**config.mk**
```make
export PLATFORM = sky130hd
export DESIGN_NAME = arima_mem_arbiter
export DESIGN_NICKNAME = d
export VERILOG_FILES = /design/src/rtl/arima_mem_pkg.sv /design/src/rtl/rd_valid_pipe.sv /design/src/rtl/arima_mem_arbiter.sv
export SDC_FILE = /design/constraint.sdc
export NUM_CORES = 1
export LEC_CHECK = 0
export ABC_AREA = 1
export CAP_MARGIN = 20
export CORE_ASPECT_RATIO = 1.4
export CORE_MARGIN = 4
export CORE_UTILIZATION = 30
export CTS_CLUSTER_DIAMETER = 60
export DETAILED_ROUTE_END_ITERATION = 7
export PLACE_DENSITY = 0.76
export SKIP_LAST_GASP = 1
export SYNTH_ARGS = -nofsm -noshare
export SYNTH_HDL_FRONTEND = slang
export SYNTH_HIERARCHICAL = 1
export SYNTH_SLANG_ARGS = --single-unit
```
**constraint.sdc**
```tcl
create_clock -name clk_i -period 2.5 [get_ports clk_i]
set_input_delay 0.375 -clock clk_i [delete_from_list [all_inputs] [get_ports clk_i]]
set_output_delay 0.375 -clock clk_i [all_outputs]
set_load 0.02 [all_outputs]
```
**src/rtl/arima_mem_pkg.sv**
```systemverilog
// ---------------------------------------------------------------------------
// arima_mem_pkg
// Shared types and defaults for the ARIMA sample-RAM arbiter.
//   arb_state_t : arbiter mode (RUN / DRAIN / LOAD)
//   arb_gnt_t   : one-hot grant vector {ld, wr, rd}
// ---------------------------------------------------------------------------
package arima_mem_pkg;

  localparam int ARB_N_DEF  = 32;
  localparam int ARB_AW_DEF = 11;

  typedef enum logic [1:0] {ST_RUN, ST_DRAIN, ST_LOAD} arb_state_t;

  typedef struct packed {
    logic ld;
    logic wr;
    logic rd;
  } arb_gnt_t;

endpackage

```
**src/rtl/rd_valid_pipe.sv**
```systemverilog
// ---------------------------------------------------------------------------
// rd_valid_pipe
// Tracks granted reads through the RAM latency and captures read data.
//   clk_i       core clock
//   flush_i     synchronous flush (drops every read in flight)
//   push_i      a read was granted this cycle
//   mem_dout_i  RAM read data, RD_LAT cycles after the address
//   rd_valid_o  one pulse per granted read, RD_LAT cycles after the grant
//   rd_data_o   read data; holds the last returned word between pulses
//   busy_o      at least one read is still in flight
// ---------------------------------------------------------------------------
module rd_valid_pipe #(
  parameter int N      = 32,
  parameter int RD_LAT = 1
) (
  input  logic         clk_i,
  input  logic         flush_i,
  input  logic         push_i,
  input  logic [N-1:0] mem_dout_i,
  output logic         rd_valid_o,
  output logic [N-1:0] rd_data_o,
  output logic         busy_o
);

  logic [RD_LAT-1:0] vld_q, vld_d;
  logic [N-1:0]      data_q;

  always_comb begin
    vld_d    = vld_q << 1;
    vld_d[0] = push_i;
  end

  always_ff @(posedge clk_i) begin
    if (flush_i) begin
      vld_q  <= '0;
      data_q <= '0;
    end else begin
      vld_q <= vld_d;
      if (rd_valid_o) data_q <= mem_dout_i;
    end
  end

  // Gated by the flush so a read whose data would land in a reset cycle
  // never reports valid.
  assign rd_valid_o = vld_q[RD_LAT-1] & ~flush_i;
  assign rd_data_o  = rd_valid_o ? mem_dout_i : data_q;
  assign busy_o     = |vld_q;

endmodule

```
**src/rtl/arima_mem_arbiter.sv**
```systemverilog
// ---------------------------------------------------------------------------
// arima_mem_arbiter
// Shares the single-port sample RAM between datapath reads, prediction
// write-back and the host loader.  Writes beat reads unless a read has been
// refused MAX_WAIT cycles in a row.  The loader gets exclusive access only
// after all outstanding reads have returned.
//   clk_i / reset_i                   core clock, sync active-high reset
//   rd_req_i rd_addr_i                datapath read request
//   rd_gnt_o rd_valid_o rd_data_o     read grant, return strobe and data
//   wr_req_i wr_addr_i wr_data_i      write-back request, wr_gnt_o grant
//   ld_mode_i                         loader asks for exclusive ownership
//   ld_req_i ld_addr_i ld_data_i      loader write, ld_gnt_o grant
//   ld_ready_o                        arbiter is in LOAD
//   mem_en_o mem_we_o mem_addr_o mem_din_o mem_dout_i   RAM side
// Build option ARIMA_MEM_ARB_STATS_EN adds saturating 16-bit counters
//   rd_cnt_o wr_cnt_o ld_cnt_o stall_cnt_o for the debug display.
// ---------------------------------------------------------------------------
module arima_mem_arbiter
  import arima_mem_pkg::*;
#(
  parameter int N        = ARB_N_DEF,
  parameter int AW       = ARB_AW_DEF,
  parameter int RD_LAT   = 1,
  parameter int MAX_WAIT = 4
) (
  input  logic          clk_i,
  input  logic          reset_i,
  input  logic          rd_req_i,
  input  logic [AW-1:0] rd_addr_i,
  output logic          rd_gnt_o,
  output logic [N-1:0]  rd_data_o,
  output logic          rd_valid_o,
  input  logic          wr_req_i,
  input  logic [AW-1:0] wr_addr_i,
  input  logic [N-1:0]  wr_data_i,
  output logic          wr_gnt_o,
  input  logic          ld_mode_i,
  input  logic          ld_req_i,
  input  logic [AW-1:0] ld_addr_i,
  input  logic [N-1:0]  ld_data_i,
  output logic          ld_gnt_o,
  output logic          ld_ready_o,
  output logic          mem_en_o,
  output logic          mem_we_o,
  output logic [AW-1:0] mem_addr_o,
  output logic [N-1:0]  mem_din_o,
`ifdef ARIMA_MEM_ARB_STATS_EN
  output logic [15:0]   rd_cnt_o,
  output logic [15:0]   wr_cnt_o,
  output logic [15:0]   ld_cnt_o,
  output logic [15:0]   stall_cnt_o,
`endif
  input  logic [N-1:0]  mem_dout_i
);

  localparam int WW = $clog2(MAX_WAIT + 1);
  localparam logic [WW-1:0] WAIT_MAX = WW'(MAX_WAIT);

  arb_state_t    state_q, state_d;
  logic [WW-1:0] wait_q, wait_d;
  arb_gnt_t      gnt;
  logic          rd_busy;

  always_comb begin
    gnt = '0;
    unique case (state_q)
      ST_RUN: begin
        // A loader request takes the cycle even if nobody else gets it.
        if (!ld_mode_i) begin
          if (rd_req_i && (wait_q == WAIT_MAX || !wr_req_i)) gnt.rd = 1'b1;
          else if (wr_req_i)                                 gnt.wr = 1'b1;
        end
      end
      ST_LOAD:  if (ld_mode_i) gnt.ld = ld_req_i;
      default: ;
    endcase
  end

  always_comb begin
    state_d = state_q;
    wait_d  = wait_q;
    unique case (state_q)
      ST_RUN: begin
        if (ld_mode_i) state_d = ST_DRAIN;
        if (gnt.rd || !rd_req_i)  wait_d = '0;
        else if (wait_q != WAIT_MAX) wait_d = wait_q + 1'b1;
      end
      ST_DRAIN: begin
        if (!ld_mode_i)   state_d = ST_RUN;
        else if (!rd_busy) state_d = ST_LOAD;
      end
      ST_LOAD:  if (!ld_mode_i) state_d = ST_RUN;
      default:  state_d = ST_RUN;
    endcase
  end

  always_ff @(posedge clk_i) begin
    if (reset_i) begin
      state_q <= ST_RUN;
      wait_q  <= '0;
    end else begin
      state_q <= state_d;
      wait_q  <= wait_d;
    end
  end

  always_comb begin
    mem_addr_o = '0;
    mem_din_o  = '0;
    if (gnt.rd) begin
      mem_addr_o = rd_addr_i;
    end else if (gnt.wr) begin
      mem_addr_o = wr_addr_i;
      mem_din_o  = wr_data_i;
    end else if (gnt.ld) begin
      mem_addr_o = ld_addr_i;
      mem_din_o  = ld_data_i;
    end
  end

  assign mem_en_o   = |gnt;
  assign mem_we_o   = gnt.wr | gnt.ld;
  assign rd_gnt_o   = gnt.rd;
  assign wr_gnt_o   = gnt.wr;
  assign ld_gnt_o   = gnt.ld;
  assign ld_ready_o = (state_q == ST_LOAD);

  rd_valid_pipe #(
    .N      (N),
    .RD_LAT (RD_LAT)
  ) u_rd_pipe (
    .clk_i      (clk_i),
    .flush_i    (reset_i),
    .push_i     (gnt.rd),
    .mem_dout_i (mem_dout_i),
    .rd_valid_o (rd_valid_o),
    .rd_data_o  (rd_data_o),
    .busy_o     (rd_busy)
  );

`ifdef ARIMA_MEM_ARB_STATS_EN
  logic [15:0] rd_cnt_q, wr_cnt_q, ld_cnt_q, stall_cnt_q;
  logic        stall;

  assign stall = (state_q == ST_RUN) && (rd_req_i || wr_req_i || ld_req_i) && !(|gnt);

  always_ff @(posedge clk_i) begin
    if (reset_i) begin
      rd_cnt_q    <= '0;
      wr_cnt_q    <= '0;
      ld_cnt_q    <= '0;
      stall_cnt_q <= '0;
    end else begin
      if (gnt.rd && rd_cnt_q != 16'hFFFF)    rd_cnt_q    <= rd_cnt_q + 16'd1;
      if (gnt.wr && wr_cnt_q != 16'hFFFF)    wr_cnt_q    <= wr_cnt_q + 16'd1;
      if (gnt.ld && ld_cnt_q != 16'hFFFF)    ld_cnt_q    <= ld_cnt_q + 16'd1;
      if (stall && stall_cnt_q != 16'hFFFF)  stall_cnt_q <= stall_cnt_q + 16'd1;
    end
  end

  assign rd_cnt_o    = rd_cnt_q;
  assign wr_cnt_o    = wr_cnt_q;
  assign ld_cnt_o    = ld_cnt_q;
  assign stall_cnt_o = stall_cnt_q;
`endif

endmodule

```
# After elaboration in Yosys (flattened, before gate mapping)
# Index checks and enable logic that the tools add are counted.
dict set report totals {
  elab_cells 46
  output_inout_bits 82
  inputBits 135
  reg_bits 38
}
dict set report classes {
  n_addsub 1
  n_reduce_logical 10
  n_bitwise 3
  eq_ne 7
  mux 21
}
# operator n
set ops {}
lappend ops {{two-way mux 32 bit} 4}
lappend ops {{two-way mux 11 bit} 3}
lappend ops {{two-way mux 2 bit} 6}
lappend ops {{two-way mux 3 bit} 2}
lappend ops {{inequality test 3 bit (second input constant)} 2}
lappend ops {{one-hot mux 2 bit (3 select lines)} 1}
lappend ops {{two-way mux 1 bit} 5}
lappend ops {{inequality test 2 bit (second input constant)} 2}
lappend ops {{adder 3 x 1 -> 3 bit (second input constant)} 1}
lappend ops {{equality test 3 bit (second input constant)} 1}
lappend ops {{AND reduction 3 bit} 1}
lappend ops {{OR reduction 3 bit} 1}
lappend ops {{equality test 2 x 1 -> 1 bit (second input constant)} 1}
lappend ops {{equality test 2 bit (second input constant)} 1}
lappend ops {{zero test 1 bit} 2}
lappend ops {{zero test 2 bit} 1}
lappend ops {{logical OR 1 bit} 2}
lappend ops {{AND reduction 2 bit} 1}
lappend ops {{nonzero test 2 bit} 1}
lappend ops {{AND 1 bit} 1}
lappend ops {{logical AND 1 bit} 1}
lappend ops {{NOT 1 bit} 1}
lappend ops {{bitwise OR 1 bit} 1}

# Logic depth before layout (Yosys ltp)
dict set report depth {
  ltp_word 9
  mapped_depth 9
  mapped_depth_nobuf 9
}

# Modules after synthesis
# Netlist, hierarchy kept.
# mod seq_area_each_um2 instances cells_each area_each_um2
set modules_own_cells {}
lappend modules_own_cells {rd_valid_pipe 660.6 1 276 1736.7}
lappend modules_own_cells {arima_mem_arbiter 100.1 1 186 991.0}

# Least setup slack after synthesis
# OpenSTA, ideal clock, no wires.
dict set report synth_timing {
  path_type {reg2out}
  start {reg state_q[1]}
  end {out mem_din_o[19]}
  stages_incl_launch_ff 8
  arrival_time_ns 1.361
  path_slack_ns 0.764
  required_time_ns 2.125
  path_cell_list {dfxtp_1 > inv_2 > nor2_2 > nand3_1 > inv_2 > buf_2 > nand2_1 > nand2_1}
}
dict set report synth_via {
  elab_chain_cells 5
  elab_cells_between_ends 7
}
# element line_no
set synth_rtl {}
lappend synth_rtl {{start, declared} arima_mem_arbiter.sv:59} ;# arb_state_t state_q, state_d;
lappend synth_rtl {{start signal, assigned} arima_mem_arbiter.sv:102} ;# state_q <= state_d;
lappend synth_rtl {{equality test 2 bit} --}
lappend synth_rtl {{net ld_ready_o} arima_mem_arbiter.sv:42} ;# output logic ld_ready_o,
lappend synth_rtl {{two-way mux 1 bit} arima_mem_arbiter.sv:66} ;# unique case (state_q)
lappend synth_rtl {{net ld_gnt_o} arima_mem_arbiter.sv:41} ;# output logic ld_gnt_o,
lappend synth_rtl {{two-way mux 32 bit} arima_mem_arbiter.sv:115} ;# end else if (gnt.ld) begin
lappend synth_rtl {{two-way mux 32 bit} arima_mem_arbiter.sv:112} ;# end else if (gnt.wr) begin
lappend synth_rtl {{two-way mux 32 bit} arima_mem_arbiter.sv:110} ;# if (gnt.rd) begin
lappend synth_rtl {{end, declared} arima_mem_arbiter.sv:46} ;# output logic [N-1:0] mem_din_o,
# The timed path passes the listed nets, and every way through them passes these cells.

# Final worst setup path
dict set report layout_timing {
  start {reg wait_q[0]}
  end {out wr_gnt_o}
}
dict set report layout_via {
  elab_chain_cells 6
}
# element line_no
set layout_rtl {}
lappend layout_rtl {{start, declared} arima_mem_arbiter.sv:60} ;# logic [WW-1:0] wait_q, wait_d;
lappend layout_rtl {{start signal, assigned} arima_mem_arbiter.sv:103} ;# wait_q <= wait_d;
lappend layout_rtl {{equality test 3 bit} arima_mem_arbiter.sv:70} ;# if (rd_req_i && (wait_q == WAIT_MAX || !wr_req_i)) gnt.rd = 1'b1;
lappend layout_rtl {{logical OR 1 bit} arima_mem_arbiter.sv:70}
lappend layout_rtl {{logical AND 1 bit} arima_mem_arbiter.sv:70}
lappend layout_rtl {{two-way mux 1 bit} arima_mem_arbiter.sv:70}
lappend layout_rtl {{two-way mux 2 bit} arima_mem_arbiter.sv:69} ;# if (!ld_mode_i) begin
lappend layout_rtl {{two-way mux 2 bit} arima_mem_arbiter.sv:66}
lappend layout_rtl {{end, declared} arima_mem_arbiter.sv:36} ;# output logic wr_gnt_o,
# Every way passes these cells.

==> impl_summary.log <==
[metrics] Syn Inst Count: 462
[metrics] most used cells in the layout excluding fill and tap cells: sky130_fd_sc_hd__nand2_1 (180), sky130_fd_sc_hd__clkdlybuf4s50_1 (168), sky130_fd_sc_hd__inv_1 (105)
[metrics] clock tree from TritonCTS: yes
[metrics] # IOs: ~220
[metrics] Worst Setup Start Kind: flip-flop
[metrics] reg-to-reg startpoint: wait_q[0]
[metrics] remaining max-slew budget at the tightest pin: a little over two thirds
[metrics] register-to-register setup slack: around 0.94 ns
[metrics] antenna violations before repair: 12
[metrics] clk slew on worst S/H paths: 0.05 ns
[metrics] maximum number of buffers from clock root to sink: 2
[metrics] number of I/O port buffers: 216
[metrics] via count: between 3000 and 4000
[metrics] number of stages on the worst setup path: 7
[metrics] post-layout minimum cycle time: 2.41 ns
[metrics] number of global-route vias before repair: about 3200
[metrics] DP Area: 4940 um^2
[metrics] leakage power summed over all cells: around 2.8 nW
[metrics] Min-Delay Path Class: reg -> reg
[metrics] Post-Route WL: ~11 mm
[metrics] global-route total usage across every layer: between 10% and 20%
[metrics] number of buffers inserted by hold repair at cts: 0
[metrics] number of violations reported at the end of detailed-routing iteration 0: 96
[metrics] CORE AREA: ~8700 um^2
[metrics] worst hold margin: a little under 0.5 ns
[metrics] critical path peak fanout: 7
[metrics] Die Footprint: ~11000 um^2
[metrics] Die W: 88.6 um
[metrics] fillcell total: 888
[metrics] Worst Path Buf+Inv: 3
[metrics] warning count from the yosys run: 6
[metrics] maximum number of pins on one net before global-route repair: 45
[metrics] finished layout cell area: between 5000 and 6000 um^2
[metrics] power density relative to cell area: ~350 nW/um^2
[metrics] setup slack of the critical path after layout: 0.0903 ns
[metrics] Residual DRC: 0
[metrics] Slew Viols, Final: 0
[metrics] outcome: finished, final reports clean
[metrics] most common library cell in the layout ignoring fill and taps: sky130_fd_sc_hd__nand2_1
[metrics] worst endpoint required time: between 2 and 2.5 ns
[metrics] Critical Path Start: wait_q[0]
[metrics] synthesis-to-layout area growth: 84.9%
[metrics] Detailed Routing Iterations Pass 1: 4
[metrics] Worst Skew: 0.00308 ns
[metrics] TritonCTS Buffers: 5
[metrics] terminus of the critical flop-to-flop path: wait_q[1]
[metrics] final worst-path cycle share: between 90% and 100%
[metrics] DIE HEIGHT: ~120 um
[metrics] remaining number of nets flagged by the antenna check after routing: 0
[metrics] cells along the critical path: inv_1 > ha_1 > nand2_2 > a21oi_4 > nor2_8 > buf_4 > clkdlybuf4s50_1
[metrics] pin slew with the least headroom to its limit: about 0.45 ns
[metrics] hold violation count in the final report: 0
[metrics] top achievable clock speed: about 410 MHz
[metrics] sequential fraction of the synthesis area: between 20% and 30%
[metrics] slowest CP cell: sky130_fd_sc_hd__clkdlybuf4s50_1
[metrics] H-tree Lvls: 2
[metrics] library cells used by synthesis: 23
[metrics] net count of the finished layout: 809
[metrics] number of sinks handled by clock tree synthesis: 38
[metrics] RSZ-0062 raised after global routing: false
[metrics] Net Count, Synth: 599
[metrics] total congestion overflow after global routing: 0
[metrics] worst stage delay on the critical path: between 0.6 and 0.7 ns
[metrics] number of synthesized register bits: 38
[metrics] logic depth of the worst register-to-register path: 10
[metrics] Vias per Instance: ~4.4
[metrics] type of the worst setup path: reg -> out
[metrics] post-synth design cell area: roughly 2700 um^2
[metrics] capturing element type of the critical path: output port
[metrics] clk_lat worst skew: about 0.28 ns
[metrics] gp weighted congestion: about 0.82
[metrics] effective utilization at floorplan: between 30% and 40%
[metrics] average footprint of a synthesized cell: about 5.9 um^2
[metrics] end of the critical path: wr_gnt_o
[metrics] family with the most delay on the worst path: buffers and inverters
[metrics] setup violators final: 0
[metrics] first-pass GRT wire length: 15.8 mm
[metrics] pre-CTS worst setup slack: -0.158 ns
[metrics] setup total negative slack: 0 ns
[metrics] layout cell share with drive strength beyond 1: under 10%
[metrics] mean routed wirelength per cell: 13.9 um
[metrics] total half-perimeter wirelength after legalization and detailed placement: 9.07 mm
[metrics] arrival time of data at the critical path endpoint: 2.03 ns
[metrics] cell chosen for the clock root: sky130_fd_sc_hd__clkbuf_16
[metrics] VDD IR-drop max: between 0.4 and 0.5 mV
[metrics] max cap viols: 0
[metrics] row count: 40
-- where the power goes --
group / switching, mW / internal (mW)
combinational: 0.240 / 0.299
sequential: 0.00678 / 0.620
clock: 0.228 / 0.395
total: 0.475 / 1.31
-- state kept, by name, indices dropped and copies added, names as in the netlist --
name / cells
u_rd_pipe/data_q: 32
wait_q: 3
u_rd_pipe/busy_o: 1
state_q: 2
-- routing by layer --
metal | vias to the layer above | wire, um | GRT usage (%)
li1 | 1759 | - | -
met1 | 1427 | 4010 | 20.7
met2 | 177 | 4590 | 30.9
met3 | 30 | 1950 | 14.2
met4 | 24 | 124 | 4.25
met5 | - | 172 | 0
-- per-stage QoR --
stage               std cells  power (mW)  utilization (%)
global placement          770        1.20             56.8
global route              778        1.87             57.8
detailed placement        770        1.21             56.8
floorplan                 462       0.857                -
CTS                       778        1.81             57.8
finish                    780        1.79             57.9
-- worst min path at each step --
stage	start	end	slack [ns]	cells after the start
finish	wait_q[0]	wait_q[0]	0.50	2
detailed placement	wait_q[0]	wait_q[0]	0.49	2
global placement	wait_q[1]	wait_q[1]	0.47	2
global route	wait_q[0]	wait_q[0]	0.52	2
CTS	wait_q[0]	wait_q[0]	0.50	2
floorplan	reset_i	state_q[1]	0.44	1
-- tightest hold or removal path, cell delays in order (launching register included) --
cell                      delay (ns)
sky130_fd_sc_hd__dfxtp_1        0.32
sky130_fd_sc_hd__nand2_1        0.07
sky130_fd_sc_hd__a21oi_1        0.05
-- repair_timing --
action                                  in CTS  in global routing
setup buffers                                0                  0
hold endpoints to repair                     0                  0
endpoints found under the setup margin      46                  8
gates resized for setup                     48                  1
-- kinds of logic after synthesis --
group,after synthesis,share of synthesized area (%)
buf+inv,133,22.1
compound gates,18,5.92
xor+xnor,1,0.321
fa+ha+maj,2,0.917
flops,38,27.9
simple gates,270,42.9
-- Yosys cell counts (all sizes together) --
cell type | number | share of area, %
nand2 | 195 | 29
inv | 110 | 15
dfxtp | 38 | 28
nor2 | 36 | 6.8
nand3 | 35 | 6.4
buf | 23 | 6.7
a22oi | 11 | 4.1
a21oi | 6 | 1.5
nand4 | 4 | 0.92
ha | 2 | 0.92
a211oi | 1 | 0.28
xor2 | 1 | 0.32
-- final cells by class --
cell class                      instances  area, um^2  share of cell area (%)
Timing Repair Buffer                  226        2210                    43.8
Antenna cell                            2        5.00                  0.0993
Tap cell                              105         131                    2.61
Clock inverter                          1        5.00                  0.0993
Multi-Input combinational cell        291        1370                    27.1
Inverter                              110         420                    8.34
Clock buffer                            7         143                    2.83
Sequential cell                        38         762                    15.1
Note: power is estimated with default switching activity, not from simulation.
